`config.mk`:
```
export PLATFORM = sky130hd
export DESIGN_NAME = handshake_rr_arbiter
export DESIGN_NICKNAME = d
export VERILOG_FILES = /design/src/rtl/handshake_rr_arbiter.sv
export SDC_FILE = /design/constraint.sdc
export NUM_CORES = 1
export LEC_CHECK = 0
export ABC_CLOCK_PERIOD_IN_PS = 6660
export CORE_ASPECT_RATIO = 1.5
export CORE_MARGIN = 1.5
export CORE_UTILIZATION = 40
export DETAILED_ROUTE_END_ITERATION = 10
export MAX_ROUTING_LAYER = met4
export PLACE_DENSITY = 0.74
export SYNTH_ARGS = -nofsm -noshare
export SYNTH_HDL_FRONTEND = slang
export SYNTH_SLANG_ARGS = --single-unit
```
`constraint.sdc`:
```
create_clock -name clk -period 6.66 [get_ports clk]
set_clock_uncertainty 0.15 [all_clocks]
set_input_delay 1.332 -clock clk [delete_from_list [all_inputs] [get_ports clk]]
set_output_delay 1.332 -clock clk [all_outputs]
set_load 0.02 [all_outputs]
```
`src/rtl/handshake_rr_arbiter.sv`:
```
// handshake_rr_arbiter
// Round-robin arbiter that merges N valid/ready senders onto one registered
// output stage. The current owner may keep the grant for up to BURST
// consecutive beats while it stays valid; each beat is tagged with its source
// index on out_id.
module handshake_rr_arbiter #(
    parameter int N     = 4,
    parameter int DW    = 8,
    parameter int BURST = 4,
    localparam int IDW  = $clog2(N)
) (
    input  logic            clk,
    input  logic            rst_n,
    input  logic [N-1:0]    in_valid,
    input  logic [N*DW-1:0] in_data,
    output logic [N-1:0]    in_ready,
    output logic            out_valid,
    input  logic            out_ready,
    output logic [DW-1:0]   out_data,
    output logic [IDW-1:0]  out_id
);

    localparam int             CW        = $clog2(BURST + 1);
    localparam logic [CW-1:0]  BURST_MAX = CW'(BURST);
    localparam logic [IDW-1:0] LAST_ID   = IDW'(N - 1);

    logic            out_valid_reg, out_valid_next;
    logic [DW-1:0]   out_data_reg,  out_data_next;
    logic [IDW-1:0]  out_id_reg,    out_id_next;
    logic [IDW-1:0]  owner_reg,     owner_next;
    logic [CW-1:0]   burst_cnt_reg, burst_cnt_next;

    logic [DW-1:0]   in_data_arr [N];
    logic            load;
    logic            any_valid;
    logic            owner_keep;
    logic            search_found;
    logic [IDW-1:0]  search_id;
    logic [IDW-1:0]  cand_id;
    logic [IDW-1:0]  sel_id;

    // Unpack the flat data bus into one word per requester.
    generate
        for (genvar gi = 0; gi < N; gi++) begin : g_unpack
            assign in_data_arr[gi] = in_data[gi*DW +: DW];
        end
    endgenerate

    // The output register can take a new beat when empty or draining this cycle.
    assign load      = !out_valid_reg || out_ready;
    assign any_valid = |in_valid;

    // A zero burst count means nobody holds the grant (after reset or a release),
    // so the owner only gets sticky priority while it is mid-burst.
    assign owner_keep = in_valid[owner_reg] && (burst_cnt_reg != '0) &&
                        (burst_cnt_reg < BURST_MAX);

    // Rotating search starting just after the owner; the owner itself comes last.
    always_comb begin
        search_found = 1'b0;
        search_id    = owner_reg;
        cand_id      = owner_reg;
        for (int k = 1; k <= N; k++) begin
            int c;
            c = int'(owner_reg) + k;
            if (c >= N) begin
                c = c - N;
            end
            cand_id = IDW'(c);
            if (!search_found && in_valid[cand_id]) begin
                search_found = 1'b1;
                search_id    = cand_id;
            end
        end
    end

    assign sel_id = owner_keep ? owner_reg : search_id;

    // Grant is one-hot on the selected requester, only in a load slot with demand.
    generate
        for (genvar gi = 0; gi < N; gi++) begin : g_ready
            assign in_ready[gi] = load && any_valid && (sel_id == IDW'(gi));
        end
    endgenerate

    // Next-state for the output stage, owner and burst counter.
    always_comb begin
        out_valid_next = out_valid_reg;
        out_data_next  = out_data_reg;
        out_id_next    = out_id_reg;
        owner_next     = owner_reg;
        burst_cnt_next = burst_cnt_reg;
        if (load) begin
            if (any_valid) begin
                out_valid_next = 1'b1;
                out_data_next  = in_data_arr[sel_id];
                out_id_next    = sel_id;
                if (sel_id == owner_reg) begin
                    // An exhausted owner that wins again (sole requester) starts a fresh burst.
                    if (burst_cnt_reg >= BURST_MAX) begin
                        burst_cnt_next = CW'(1);
                    end else begin
                        burst_cnt_next = burst_cnt_reg + CW'(1);
                    end
                end else begin
                    owner_next     = sel_id;
                    burst_cnt_next = CW'(1);
                end
            end else begin
                // Nothing to send: empty the stage and treat the owner as released.
                out_valid_next = 1'b0;
                out_data_next  = '0;
                burst_cnt_next = '0;
            end
        end
    end

    // State registers; reset drops any held beat at once.
    always_ff @(posedge clk or negedge rst_n) begin
        if (!rst_n) begin
            out_valid_reg <= 1'b0;
            out_data_reg  <= '0;
            out_id_reg    <= '0;
            owner_reg     <= LAST_ID;
            burst_cnt_reg <= '0;
        end else begin
            out_valid_reg <= out_valid_next;
            out_data_reg  <= out_data_next;
            out_id_reg    <= out_id_next;
            owner_reg     <= owner_next;
            burst_cnt_reg <= burst_cnt_next;
        end
    end

    assign out_valid = out_valid_reg;
    assign out_data  = out_data_reg;
    assign out_id    = out_id_reg;

endmodule

```
======== Word level (Yosys, flattened, before mapping) ========
Index checks and enable logic that the tools add are counted.
operators by class
  multipliers ............................. 0
  reductions and logical operators ........ 20
  magnitude comparators ................... 12
  divide/modulo/power cells ............... 0
  bitwise gates (word level) .............. 2
  shift-type cells ........................ 0
  mux-type cells .......................... 30
  add/sub/neg operators ................... 9
  equality and inequality tests ........... 4
operators with widths
  cell                 number
  $mux 8               3
  $mux 2               9
  $bmux 8 s2           1
  $ge 3x3->1 const B   5
  $lt 2x3->1 const B   5
  $bmux 1 s2           5
  $logic_and 1x1->1    10
  $mux 1               9
  $mux 3               3
  $sub 2x1->2 const B  4
  $add 2x2->3 const B  2
  $add 2x3->4 const B  1
  $eq 2x2->1 const B   2
  $ge 4x3->1 const B   1
  $logic_not 1->1      4
  $reduce_or 4->1      1
  $add 2x1->3 const B  1
  $add 3x1->3 const B  1
  $lt 3x3->1 const B   1
  $not 2->3            1
  $reduce_and 3->1     1
  $reduce_bool 3->1    1
  $eq 2x1->1 const B   1
  $eq 2x2->1           1
  4 further kinds      4
storage, ports and cells
  RAM bits ................................ 0
  memories kept ........................... 0
  latch bits .............................. 0
  bits in read-only memories .............. 0
  flip-flop bits (word level) ............. 16
  bits of input ports ..................... 39
  output and inout port bits .............. 15
  logic and storage cells ................. 82

======== Longest topological paths before layout ========
  depth in word-level cells ............... 21
  mapped depth ............................ 9
  mapped depth without buffers ............ 7

======== Worst setup path before layout ========
Ideal clock, no wire load.
  path type ............................... input -> output
  start point ............................. input port in_valid[1]
  end point ............................... output port in_ready[3]
  buffers on the path ..................... 2
  data required time ...................... 5.178 ns
  setup slack ............................. 2.077 ns
  data arrival time ....................... 3.101 ns
  stages .................................. 7
  path through ............................ clkbuf_1 nor2_1 and3_1 nor3_4 a211oi_4 buf_6 nor3_1
on the way
  cells in the longest elaborated chain, start to end .. 15
  elaborated cells between the ends (all ways) .. 30
  those cells by class .................... eq/ne: 1; mux: 18; reduce/logical: 11
RTL lines
  item                          line  source
  start: declaration            14    input logic [N-1:0] in_valid,
  $bmux 1 s2                    70    if (!search_found && in_valid[cand_id]) begin
  $mux 1 (implied by the code)  70
  $mux 1                        70
  $logic_not 1->1               70
  $logic_and 1x1->1             70
  $mux 1                        70
  $logic_not 1->1               70
  $logic_and 1x1->1             70
  $mux 1                        70
  $logic_not 1->1               70
  $logic_and 1x1->1             70
  $mux 2                        70
  $mux 2                        77    assign sel_id = owner_keep ? owner_reg : search_id;
  $eq 2x2->1                    82    assign in_ready[gi] = load && any_valid && (sel_id == IDW'(gi));
  $logic_and 1x1->1 (*)         82
  end: declaration              16    output logic [N-1:0] in_ready,
Mark *: on every way between the ends. The rest lies on a longest branch, timed or not. The select of a mux whose other input is x is not followed.

======== Worst setup path in the final report ========
  start point ............................. input port in_valid[2]
  end point ............................... output port in_ready[2]
The elaborated chain is that of the path after synthesis.

==> summary.md <==
| Metric | Value |
|---|---|
| CP arrival | `4.16 ns` |
| Post-synth EDFFs | `0` |
| Antenna violations before repair | `0` |
| Asr flop ratio synth | `100%` |
| Routed vias | `1,862` |
| Int Pwr | `0.537 mW` |
| Max layer used | `met4` |
| CTS Buf Count | `3` |
| RSZ-0062 raised after global routing | `no` |
| Most common cell after layout, fill and taps aside | `clkdlybuf4s50_1` |
| Hold Fails Final Rpt | `0` |
| Post-layout min period | `around 5.6 ns` |
| Sequential-to-total area share from yosys stat | `22.2%` |
| Die area | `just under 5000 um^2` |
| Mapped cell area | `1820 um^2` |
| Logic pwr share | `69.2%` |
| Slew @ Worst Pin | `1.17 ns` |
| Status | `finished with violations` |
| Dpl hpwl | `3750 um` |
| Grt ovf | `0` |
| Worst r2r src | `owner_reg[0]` |
| DRT antenna net count | `0` |
| WL/cell | `around 17 um` |
| First-pass GRT wire length | `8210 um` |
| Worst-Skew Late Latency | `0.24 ns` |
| # resized after CTS | `0` |
| Hold Buf Count CTS | `0` |
| YS warnings | `0` |
| Total GRT Usage | `21.3%` |
| Worst Setup SP | `in_valid[2]` |
| Max-Cap Viols | `0` |
| Max Fclk | `177 MHz` |
| Crit Path Category | `in -> out` |
| Critical path endpoint category | `output pin` |
| Synth Register Bits | `16` |
| Post-Syn Instances | `210` |
| Syn-to-layout area delta | `32.0%` |
| DR pass1 iterations | `7` |
| Total wire length | `4970 um` |
| Site Rows | `29` |
| Placed Area | `roughly 2300 um^2` |
| HP Class | `reg -> reg` |
| Failing checks | `design-rule violations` |
| Starting density of the core | `between 40% and 50%` |
| Initial DRC Count | `112` |
| Worst Path Max Fanout | `11` |
| Via/cell ratio | `6.23` |
| Worst hold margin | `around 0.35 ns` |
| H-tree depth | `1` |
| N_diodes | `0` |
| Die Ht | `85.5 um` |
| Commonest cells after routing, fill and taps aside | `clkdlybuf4s50_1, a21oi_1, mux2i_1` |
| Peak supply drop | `0.239 mV` |
| Switching power | `0.474 mW` |
| I/O Buffers | `53` |
| Setup-failing EPs final | `0` |
| DR WL met3 | `244 um` |
| Top_reg_cell synth | `dfrtp_1` |
| Vias in the first global route | `1,746` |
| Clock share of power | `~8.3%` |
| Switch share | `46.9%` |
| Yosys cell types | `45` |
| Design Power | `1.01 mW` |
| Post-CTS setup buffer count | `0` |
| Sequential power share | `roughly 23%` |
| Syn avg cell area | `8.65 um^2` |
| CTS tree | `built` |
| WP data required | `5.18 ns` |
| CTS clk-pin slew, worst paths | `around 0.06 ns` |
| Core ar. | `4280 um^2` |
| WL met2 | `between 2000 and 3000 um` |
| Max Slew Vio Count | `0` |
| DRC | `2` |
| GPL Wtd Cong | `0.798` |
| Period utilization | `between 80 and 90%` |
| Max reg flops | `8` |
| Syn nets | `251` |
| Rel. slew slack | `22.3%` |
| Largest net degree at the start of global routing | `38` |
| Max clock buf depth | `2` |
| Die Wd | `58.0 um` |
| Final Cell Area | `2400 um^2` |
| Setup crit start kind | `input pin` |
| PD cells | `422 nW/um^2` |
| Share of layout cells above drive strength 1 | `around 14%` |
| Leakage power | `roughly 0.95 nW` |
| CTS Sinks | `16` |
| M1 WL | `2130 um` |
| Final TNS setup | `0 ns` |
| Clock root cell | `clkbuf_8` |
| HP Start | `out_id[1]` |
| Final net count | `295` |
| I/O pin cnt | `54` |
==> path summary, 6_finish.rpt <==
check	depth (start not counted)	slack [ns]	to
max reg2reg	6	3.73	out_data[4]
min in group asynchronous	1	1.36	burst_cnt_reg[2]
min	1	0.35	out_id[1]
max	8	1.02	in_ready[2]
min reg2reg	1	0.35	out_id[1]
max in group asynchronous	1	4.55	out_data[3]
==> power groups by stage <==
stage          Combinational (mW)  Sequential (mW)  Clock [mW]
2_1_floorplan               0.516            0.209           0
3_3_place_gp                0.689            0.226           0
3_5_place_dp                0.697            0.228           0
4_1_cts                     0.702            0.226      0.0861
5_1_grt                     0.759            0.241      0.0917
6_report                    0.700            0.228      0.0838
==> worst max-delay path, cell delays in order <==
cell and delay (ns):
clkdlybuf4s50_1 0.62, mux4_2 0.68, nand2_1 0.11, a31oi_1 0.07, a211oi_4 0.28, buf_4 0.26, and3_1 0.18, clkdlybuf4s50_1 0.60
==> cells in the mapped netlist (3+ instances only) <==
| library cell | count | share of area (%) |
|---|---|---|
| mux2i_1 | 19 | 10 |
| buf_1 | 3 | 0.62 |
| dfrtp_1 | 14 | 19 |
| nor4b_1 | 4 | 1.9 |
| mux2_2 | 9 | 5.6 |
| a211oi_2 | 4 | 2.8 |
| nand2_1 | 15 | 3.1 |
| nor4b_2 | 4 | 3.3 |
| clkbuf_1 | 6 | 1.2 |
| a22o_1 | 3 | 1.4 |
| and3_1 | 3 | 1.0 |
| o21a_1 | 3 | 1.2 |
| nand3_1 | 10 | 2.8 |
| inv_1 | 6 | 1.2 |
| buf_2 | 6 | 1.7 |
| a21oi_1 | 21 | 5.8 |
| a211oi_1 | 12 | 5.0 |
| a222oi_1 | 8 | 4.4 |
| a31oi_1 | 4 | 1.4 |
| nor2_1 | 8 | 1.7 |
| nor3_1 | 3 | 0.83 |
| nor3b_1 | 9 | 3.7 |
| nand4_1 | 8 | 2.8 |
==> per-stage QoR <==
stage,worst slack [ns],utilization [%],cells
after global routing,0.895,56.0,299
after global placement,1.08,54.7,295
after detailed placement,1.03,54.7,295
final,1.02,56.0,299
after floorplan,2.08,-,210
after CTS,1.01,56.0,299
==> per-layer routing <==
| layer | up-vias | track usage (%) |
|---|---|---|
| li1 | 912 | - |
| met1 | 897 | 28.5 |
| met2 | 51 | 33.7 |
| met3 | 2 | 2.41 |
| met4 | 0 | 6.77 |
| met5 | - | - |
==> cell type report <==
cell class	count	area, um^2
fillers	412	1880
clock buffers	4	55.1
well taps	46	57.6
flip-flops and latches	16	403
inverters	6	22.5
repair buffers	57	561
multi-input cells	170	1300
==> cell families after synthesis <==
kind of cell	count (synthesis)	synth area share (%)
AOI/OAI and AO/OA	63	26.4
adders and majority gates	2	1.38
buffers and inverters	24	6.27
DFF	16	22.2
muxes	29	17.3
and+or+nand+nor	76	26.4
No activity file was read; power rests on OpenSTA's default activity.
